==> src/rtl/multicycle_sequencer_pkg.sv <==
// Shared types and opcode map for the multi-cycle sequencer.
// Imported by the classifier, the top and any hazard logic.
package multicycle_sequencer_pkg;

   localparam int unsigned OP_NOP     = 0;
   localparam int unsigned OP_ALU_LO  = 1;
   localparam int unsigned OP_ALU_HI  = 12;
   localparam int unsigned OP_LOAD    = 13;
   localparam int unsigned OP_STORE   = 14;
   localparam int unsigned OP_BR_LO   = 15;
   localparam int unsigned OP_BR_HI   = 20;
   localparam int unsigned OP_JMP_LO  = 21;
   localparam int unsigned OP_JMP_HI  = 23;
   localparam int unsigned OP_ALU2_LO = 24;
   localparam int unsigned OP_ALU2_HI = 25;

   typedef enum logic [2:0] {
      CLS_ALU,
      CLS_LOAD,
      CLS_STORE,
      CLS_BRANCH,
      CLS_JUMP,
      CLS_NOP,
      CLS_HALT,
      CLS_ILLEGAL
   } cls_t;

   typedef enum logic [2:0] {
      S_IDLE,
      S_FETCH,
      S_DECODE,
      S_EXEC,
      S_MEM,
      S_WB,
      S_HALT,
      S_ERR
   } state_t;

   typedef enum logic [1:0] {
      PC_INC = 2'b00,
      PC_BR  = 2'b01,
      PC_JMP = 2'b10
   } pc_src_t;

   function automatic logic in_range(
      input int unsigned v,
      input int unsigned lo,
      input int unsigned hi
   );
      return (v >= lo) && (v <= hi);
   endfunction

endpackage

==> src/rtl/multicycle_sequencer_if.sv <==
// Instruction/data memory request-ready handshake bundle.
// master = sequencer side, slave = memory side.
interface multicycle_sequencer_if;

   logic imem_req;
   logic imem_ready;
   logic dmem_req;
   logic dmem_we;
   logic dmem_ready;

   modport master (
      output imem_req,
      output dmem_req,
      output dmem_we,
      input  imem_ready,
      input  dmem_ready
   );

   modport slave (
      input  imem_req,
      input  dmem_req,
      input  dmem_we,
      output imem_ready,
      output dmem_ready
   );

endinterface

==> src/rtl/multicycle_sequencer_opcode_classifier.sv <==
// Combinational opcode -> instruction class decoder.
// HALT_OP is checked first so it may alias any other encoding.
module multicycle_sequencer_opcode_classifier
   import multicycle_sequencer_pkg::*;
#(
   parameter int          OPW     = 6,
   parameter int unsigned HALT_OP = 63
) (
   input  logic [OPW-1:0] opcode,
   output cls_t           cls
);

   int unsigned op;

   always_comb begin
      op  = 32'(opcode);
      cls = CLS_ILLEGAL;
      if (op == HALT_OP)
         cls = CLS_HALT;
      else if (op == OP_NOP)
         cls = CLS_NOP;
      else if (op == OP_LOAD)
         cls = CLS_LOAD;
      else if (op == OP_STORE)
         cls = CLS_STORE;
      else if (in_range(op, OP_BR_LO, OP_BR_HI))
         cls = CLS_BRANCH;
      else if (in_range(op, OP_JMP_LO, OP_JMP_HI))
         cls = CLS_JUMP;
      else if (in_range(op, OP_ALU_LO, OP_ALU_HI))
         cls = CLS_ALU;
      else if (in_range(op, OP_ALU2_LO, OP_ALU2_HI))
         cls = CLS_ALU;
   end

endmodule

==> src/rtl/multicycle_sequencer.sv <==
// Multi-cycle FETCH/DECODE/EXEC/MEM/WB sequencer with
// memory-wait timeout trap and retired-instruction counter.
module multicycle_sequencer
   import multicycle_sequencer_pkg::*;
#(
   parameter int          OPW     = 6,
   parameter int          CNT_W   = 32,
   parameter int unsigned TIMEOUT = 15,
   parameter int unsigned HALT_OP = 63
) (
   input  logic                 clk,
   input  logic                 rst_n,
   input  logic                 start,
   input  logic [OPW-1:0]       opcode,
   input  logic                 branch_taken,
   multicycle_sequencer_if.master mem,
   output logic                 ir_load,
   output logic                 pc_write,
   output logic [1:0]           pc_src,
   output logic                 reg_write,
   output logic                 busy,
   output logic                 halted,
   output logic                 error,
   output logic [CNT_W-1:0]     retired_cnt
);

   localparam int WW = $clog2(TIMEOUT + 1);

   state_t        st;
   state_t        nxt;
   cls_t          cls_q;
   cls_t          dec_cls;
   logic [WW-1:0] wait_cnt;
   logic [WW-1:0] wait_d;
   logic          timed_out;
   logic          retire;
   logic          imem_req;
   logic          dmem_req;
   logic          dmem_we;
   pc_src_t       pc_sel;

   multicycle_sequencer_opcode_classifier #(
      .OPW     (OPW),
      .HALT_OP (HALT_OP)
   ) u_cls (
      .opcode (opcode),
      .cls    (dec_cls)
   );

   assign timed_out = (wait_cnt == WW'(TIMEOUT));

   always_ff @(posedge clk) begin
      if (!rst_n) begin
         st          <= S_IDLE;
         cls_q       <= CLS_NOP;
         wait_cnt    <= '0;
         retired_cnt <= '0;
      end else begin
         st       <= nxt;
         wait_cnt <= wait_d;
         if (st == S_DECODE)
            cls_q <= dec_cls;
         if (retire)
            retired_cnt <= retired_cnt + 1'b1;
      end
   end

   // wait_d defaults to 0, so any entry into FETCH/MEM
   // starts the wait counter from zero.
   always_comb begin
      nxt       = st;
      wait_d    = '0;
      imem_req  = 1'b0;
      dmem_req  = 1'b0;
      dmem_we   = 1'b0;
      ir_load   = 1'b0;
      pc_write  = 1'b0;
      pc_sel    = PC_INC;
      reg_write = 1'b0;
      retire    = 1'b0;
      unique case (st)
         S_IDLE: begin
            if (start)
               nxt = S_FETCH;
         end
         S_FETCH: begin
            imem_req = 1'b1;
            if (mem.imem_ready) begin
               ir_load = 1'b1;
               nxt     = S_DECODE;
            end else if (timed_out) begin
               nxt = S_ERR;
            end else begin
               wait_d = wait_cnt + 1'b1;
            end
         end
         S_DECODE: begin
            case (dec_cls)
               CLS_NOP: begin
                  pc_write = 1'b1;
                  retire   = 1'b1;
                  nxt      = S_FETCH;
               end
               CLS_HALT:    nxt = S_HALT;
               CLS_ILLEGAL: nxt = S_ERR;
               default:     nxt = S_EXEC;
            endcase
         end
         S_EXEC: begin
            case (cls_q)
               CLS_ALU: nxt = S_WB;
               CLS_LOAD,
               CLS_STORE: nxt = S_MEM;
               CLS_BRANCH: begin
                  pc_write = 1'b1;
                  pc_sel   = branch_taken ? PC_BR : PC_INC;
                  retire   = 1'b1;
                  nxt      = S_FETCH;
               end
               CLS_JUMP: begin
                  pc_write = 1'b1;
                  pc_sel   = PC_JMP;
                  retire   = 1'b1;
                  nxt      = S_FETCH;
               end
               default: nxt = S_ERR;
            endcase
         end
         S_MEM: begin
            dmem_req = 1'b1;
            dmem_we  = (cls_q == CLS_STORE);
            if (mem.dmem_ready) begin
               if (cls_q == CLS_STORE) begin
                  pc_write = 1'b1;
                  retire   = 1'b1;
                  nxt      = S_FETCH;
               end else begin
                  nxt = S_WB;
               end
            end else if (timed_out) begin
               nxt = S_ERR;
            end else begin
               wait_d = wait_cnt + 1'b1;
            end
         end
         S_WB: begin
            reg_write = 1'b1;
            pc_write  = 1'b1;
            retire    = 1'b1;
            nxt       = S_FETCH;
         end
         S_HALT: nxt = S_HALT;
         S_ERR:  nxt = S_ERR;
      endcase
   end

   assign mem.imem_req = imem_req;
   assign mem.dmem_req = dmem_req;
   assign mem.dmem_we  = dmem_we;
   assign pc_src       = pc_sel;

   assign busy   = (st == S_FETCH) || (st == S_DECODE) ||
                   (st == S_EXEC)  || (st == S_MEM)    ||
                   (st == S_WB);
   assign halted = (st == S_HALT);
   assign error  = (st == S_ERR);

   ap_we_req: assert property (
      @(posedge clk) disable iff (!rst_n)
      dmem_we |-> dmem_req
   );

   ap_wb_pc: assert property (
      @(posedge clk) disable iff (!rst_n)
      reg_write |-> pc_write
   );

endmodule
==> src/flat_wrapper.sv <==
// flat-port wrapper written by rule: the top's interface ports become plain ports
module multicycle_sequencer_flat import multicycle_sequencer_pkg::*;
#(
   parameter int          OPW     = 6,
   parameter int          CNT_W   = 32,
   parameter int unsigned TIMEOUT = 15,
   parameter int unsigned HALT_OP = 63
)
  (clk, rst_n, start, opcode, branch_taken, ir_load, pc_write, pc_src, reg_write, busy, halted, error, retired_cnt, mem_imem_req, mem_dmem_req, mem_dmem_we, mem_imem_ready, mem_dmem_ready);
  multicycle_sequencer_if mem_i ();
  input  logic clk;
  input  logic rst_n;
  input  logic start;
  input  logic [OPW-1:0] opcode;
  input  logic branch_taken;
  output logic ir_load;
  output logic pc_write;
  output logic [1:0] pc_src;
  output logic reg_write;
  output logic busy;
  output logic halted;
  output logic error;
  output logic [CNT_W-1:0] retired_cnt;
  output wire logic [$bits(mem_i.imem_req)-1:0] mem_imem_req;
  output wire logic [$bits(mem_i.dmem_req)-1:0] mem_dmem_req;
  output wire logic [$bits(mem_i.dmem_we)-1:0] mem_dmem_we;
  input wire logic [$bits(mem_i.imem_ready)-1:0] mem_imem_ready;
  input wire logic [$bits(mem_i.dmem_ready)-1:0] mem_dmem_ready;
  assign mem_imem_req = mem_i.imem_req;
  assign mem_dmem_req = mem_i.dmem_req;
  assign mem_dmem_we = mem_i.dmem_we;
  assign mem_i.imem_ready = mem_imem_ready;
  assign mem_i.dmem_ready = mem_dmem_ready;
  multicycle_sequencer #(.OPW(OPW), .CNT_W(CNT_W), .TIMEOUT(TIMEOUT), .HALT_OP(HALT_OP)) u_core (.clk(clk), .rst_n(rst_n), .start(start), .opcode(opcode), .branch_taken(branch_taken), .mem(mem_i), .ir_load(ir_load), .pc_write(pc_write), .pc_src(pc_src), .reg_write(reg_write), .busy(busy), .halted(halted), .error(error), .retired_cnt(retired_cnt));
endmodule
==> config.mk <==
export PLATFORM = sky130hd
export DESIGN_NAME = multicycle_sequencer_flat
export DESIGN_NICKNAME = d
export VERILOG_FILES = /design/src/rtl/multicycle_sequencer_pkg.sv /design/src/rtl/multicycle_sequencer_if.sv /design/src/rtl/multicycle_sequencer_opcode_classifier.sv /design/src/rtl/multicycle_sequencer.sv /design/src/flat_wrapper.sv
export SDC_FILE = /design/constraint.sdc
export NUM_CORES = 1
export LEC_CHECK = 0
export ABC_AREA = 1
export BUFFER_PORTS_ARGS = -buffer_cell sky130_fd_sc_hd__clkbuf_2
export CAP_MARGIN = 20
export CORE_UTILIZATION = 52
export CTS_CLUSTER_DIAMETER = 120
export CTS_CLUSTER_SIZE = 24
export DETAILED_ROUTE_END_ITERATION = 7
export PLACE_DENSITY = 0.73
export SYNTH_ARGS = -nofsm -noshare
export SYNTH_HDL_FRONTEND = slang
export SYNTH_SLANG_ARGS = --single-unit
==> constraint.sdc <==
create_clock -name clk -period 3.09 [get_ports clk]
set_input_delay 0 -clock clk [delete_from_list [all_inputs] [get_ports clk]]
set_output_delay 0 -clock clk [all_outputs]
set_load 0.05 [all_outputs]
After elaboration in Yosys (flattened, before gate mapping) --
Index checks and enable logic that the tools add are counted.
Storage, ports and cells: register bits after elaboration 42, output and inout port bits 43
Cells by class: add/subtract/negate cells 2, order comparisons 8, eq/ne operators 19, muxes and demuxes 34, reductions and logical operators 13
Operators with widths (number):
- $mux 3 | 13
- $add 32x1->32 const B | 1
- $eq 3x3->1 const B | 8
- $pmux 3 s8 | 1
- $le 6x5->1 const B | 3
- $pmux 3 s3 | 2
- $eq 3x2->1 const B | 4
- $eq 6x4->1 const B | 2
- $ge 6x5->1 const B | 2
- $mux 4 | 3
- $mux 1 | 11
- $pmux 4 s2 | 1
- $eq 3x1->1 const B | 2
- $eq 6x6->1 const B | 1
- $ge 6x1->1 const B | 1
- $ge 6x4->1 const B | 1
- $le 6x4->1 const B | 1
- $logic_not 3->1 | 2
- $logic_not 6->1 | 1
- $add 4x1->4 const B | 1
- $eq 4x4->1 const B | 1
- $logic_and 1x1->1 | 4
- $logic_or 1x1->1 | 4
- $pmux 1 s4 | 1
- other kinds (4) | 5

Depth between registers and ports, before layout --
word-level depth 13, mapped depth 11, mapped depth without buffers 10

Modules after synthesis --
A second synthesis with hierarchy kept.
Second synthesis, totals: cell total of the unflattened synthesis 497, area, all modules 3007.9 um^2
By module, submodules not included:
- multicycle_sequencer | times used 1, cells each 456, area an instance 2810.2 um^2
- multicycle_sequencer_opcode_classifier | times used 1, cells each 41, area an instance 197.7 um^2

Least setup slack after synthesis --
Ideal clock, no wire load.
kind reg2reg, from reg u_core.st[0], to reg u_core.retired_cnt[24], library setup time 0.070 ns, arrival 1.849 ns, required time 3.020 ns, setup slack 1.171 ns, stages on the path, launching flop included 8, path buffers 1, clock period less this slack 1.919 ns, path through dfxtp_1 > inv_2 > nor3_2 > a21oi_4 > nand2_4 > buf_6 > nand2_1 > a21oi_1
On the way: word-level cells in the longest chain between the ends 2, elaborated cells between the ends (all ways) 5, classes of those cells 4 x eq/ne; 1 x mux
Ends and longest elaborated chain:
- from (decl) | RTL line multicycle_sequencer.sv:29 | state_t st;
- from (signal assigned) | RTL line multicycle_sequencer.sv:59 | st <= nxt;
- $eq 3x3->1 / $eq 3x2->1 (equally long branches)
- $pmux 1 s4 (*)
- via pc_write | RTL line flat_wrapper.sv:17 | output logic pc_write;
- to (signal assigned) | RTL line multicycle_sequencer.sv:64 | retired_cnt <= retired_cnt + 1'b1;
- to (decl) | RTL line multicycle_sequencer.sv:24 | output logic [CNT_W-1:0] retired_cnt
The timed path passes the listed nets; every way through them passes the cells marked *. A chain may end at the register's enable or synchronous reset.

Worst setup path in the final report --
from reg u_core.st[1], to out pc_write
On the way: word-level cells in the longest chain between the ends 2, elaborated cells between the ends (all ways) 5, classes of those cells 4 x eq/ne; 1 x mux
Ends and longest elaborated chain:
- $eq 3x3->1 / $eq 3x2->1 (equally long branches) | RTL line multicycle_sequencer.sv:81 | unique case (st)
- $pmux 1 s4 (*) | RTL line multicycle_sequencer.sv:81
- to (decl) | RTL line flat_wrapper.sv:17
Every way passes the cells marked *; elsewhere a longest branch is shown, timed or not.

==> metrics.md <==
| Metric | Value |
|---|---|
| P&R area growth vs syn | `13.4%` |
| Register area share after synthesis | `0.294` |
| Clock-pin slew of the registers on the worst-case setup and hold paths | `0.08 ns` |
| Half-perimeter wire length after placement | `5410 microns` |
| Clock Latency Late Sink | `about 0.3 ns` |
| Post-CTS Setup Inserts | `0` |
| Root Driver | `clkbuf_8` |
| Total track usage | `0.259` |
| Skew final | `about 0.0063 ns` |
| Total Wirelength | `about 7000 microns` |
| Fraction of registers with async set/reset | `0` |
| R2r setup slk | `1.07 ns` |
| Share of cells above drive strength 1 | `0.146` |
| Required @ worst endpoint | `between 3 and 4 ns` |
| Slew Limit Fails | `0` |
| P per Cell Area | `about 460 nW/um^2` |
| Post-CTS resize count | `0` |
| # nets final | `~550` |
| Max Cap Viol | `0` |
| Finish-stage setup viols | `0` |
| Die area | `around 5800 sq um` |
| Number of flops mapped to enable cells by yosys | `0` |
| Wire length per cell | `11.8 microns` |
| Yosys top cell area share | `0.294` |
| Filler cells | `545` |
| Largest net degree at the start of global routing | `42` |
| Number of global-route vias before repair | `2854` |
| Crit path kind | `reg -> out` |
| Area of the mapped netlist | `2860 sq um` |
| Final worst-path cycle share | `0.750` |
| Ys Warns | `0` |
| Post-layout min period | `~2.3 ns` |
| Vias | `approximately 3100` |
| Placed cells | `around 600` |
| Overflow after GRT | `0` |
| Hold_ws | `0.125 ns` |
| H-tree depth | `2` |
| RSZ-0062 raised after global routing | `no` |
| Worst Path Max Fanout | `41` |
| DRC Markers | `0` |
| Hold Violations, Final | `0` |
| Post-Route Setup TNS | `0 ns` |
| Syn Area/Cell | `5.92 sq um` |
| Total iterations of the first detailed-routing run | `4` |
| Crit start category | `register` |
| Starting density of the core | `0.550` |
| Max Root-Sink Buffers | `2` |
| Post-CTS Hold Buffers | `1` |
| Antenna diode count | `0` |
| # IOs | `55` |
| Max_slew headroom | `0.451` |
| Final antenna-violating net count | `0` |
| P_leak | `roughly 1.3 nW` |
| Cells after Synth | `around 480` |
| RePlAce Congestion | `between 0.9 and 1` |
| Vias per inst | `5.18` |
| Syn_nets | `between 400 and 500` |
| Synth area leader | `dfxtp_1` |
| I/O Buffers | `54` |
| Max Freq | `~430 MHz` |
| Total power | `1.48 mW` |
| Synth top area cells | `dfxtp_1, nand2_1, nor2_1` |
| First-pass GRT wire length | `12300 microns` |
| Initial antenna violation count | `0` |
| CTS tree | `done` |
| Status | `complete, no violations` |
| Hold WC Path Type | `in -> reg` |
| Final Instance Count excl. Fillers | `605` |
| Die X | `76.2 microns` |
| Peak VDD IR | `around 400 uV` |
| Prevailing post-synth register cell | `dfxtp_1` |
| Most frequent cell after synthesis | `nand2_1` |
| Final core utilization | `0.623` |
| Clock sinks | `42` |
| Height of the die | `76.2 microns` |
| Starting DRC count in detailed routing | `172` |
| Core ar. | `5200 sq um` |
| Top cells by count, synth | `nand2_1, nor2_1, nand3_1` |
| Unique masters post-synth | `34` |
| Num CTS Buffers | `5` |
| Worst path arrival time | `2.32 ns` |
| Worst slew pin tran | `0.818 ns` |
| CP Capture Type | `primary output` |
| FP Rows | `26` |
| Number of synthesized register bits | `42` |
-- cell families (layout without fill, tap and decap cells) --
family	count (synthesis)	in the layout	synth area share
AO/OA/AOI/OAI	52	52	0.101
XOR/XNOR	12	12	0.0367
adder cells (fa/ha/maj)	2	2	0.00874
buffers and inverters	60	112	0.0936
flip-flops	42	42	0.294
AND/OR/NAND/NOR	315	315	0.466
-- critical path, cell delays in order (launching register included) --
cell and delay, ns:
dfxtp_1 0.55, nand2_2 0.13, nor2_4 0.13, inv_2 0.07, a21oi_2 0.15, nor2_4 0.03
buf_4 0.22, nand2_4 0.36, clkbuf_2 0.36
-- power breakdown --
group	leakage, nW	total, mW	internal (mW)	switching (mW)
clock network	0.0482	0.371	0.180	0.191
logic	0.923	0.466	0.124	0.342
registers	0.339	0.642	0.579	0.0630
total	1.31	1.48	0.883	0.596
-- through the flow --
step	setup WS, ns	cell area (sq um)
floorplan	1.17	2860
global placement	1.16	3140
detailed placement	1.09	3140
CTS	0.773	3240
global route	0.625	3240
finish	0.774	3240
-- path summary, 6_finish.rpt --
check                                   startpoint                      to  depth (start not counted)
worst min-delay path                mem_imem_ready            u_core.st[2]                          6
worst max register to register        u_core.st[1]  u_core.retired_cnt[20]                         10
worst max-delay path                  u_core.st[1]                pc_write                          8
worst min register to register  u_core.wait_cnt[0]      u_core.wait_cnt[0]                          1
-- routing by layer --
layer / vias to the layer above / track usage / share of wire
met5: - / 0 / 0
met4: 0 / 0.119 / 0.027
met3: 17 / 0.0455 / 0.059
met2: 94 / 0.469 / 0.48
met1: 1375 / 0.295 / 0.43
li1: 1647 / - / -
-- registers in the layout (all words and copies together) (netlist names) --
signal and flops:
u_core.retired_cnt 32, u_core.st 3, u_core.wait_cnt 4, u_core.cls_q 3
-- layout make-up --
cell class	instances	area [sq um]	share of cell area
multi-input cells	381	1750	0.540
flip-flops and latches	42	841	0.259
clock buffers	7	86.3	0.0266
clock inverters	1	5.00	0.00154
well taps	70	87.6	0.0270
inverters	47	176	0.0544
repair buffers	57	295	0.0910
-- layout by cell type, fill, tap and decap left out, types with 2 or more instances in the layout --
cell type / Yosys / routed
nor2_4: 3 / 3
inv_1: 42 / 42
dfxtp_1: 42 / 42
o21ai_1: 2 / 2
nor3b_1: 2 / 2
nand4_1: 3 / 3
nand2_1: 145 / 145
clkbuf_8: 0 / 6
xor2_1: 8 / 8
clkbuf_2: 0 / 54
o21ai_0: 6 / 6
nor2_1: 91 / 91
inv_2: 4 / 4
nand3_2: 2 / 2
nand3_1: 59 / 59
ha_1: 2 / 2
xnor2_1: 4 / 4
buf_4: 2 / 2
a21oi_1: 37 / 37
nor3_1: 6 / 6
Power figures use the tool's default switching activity.
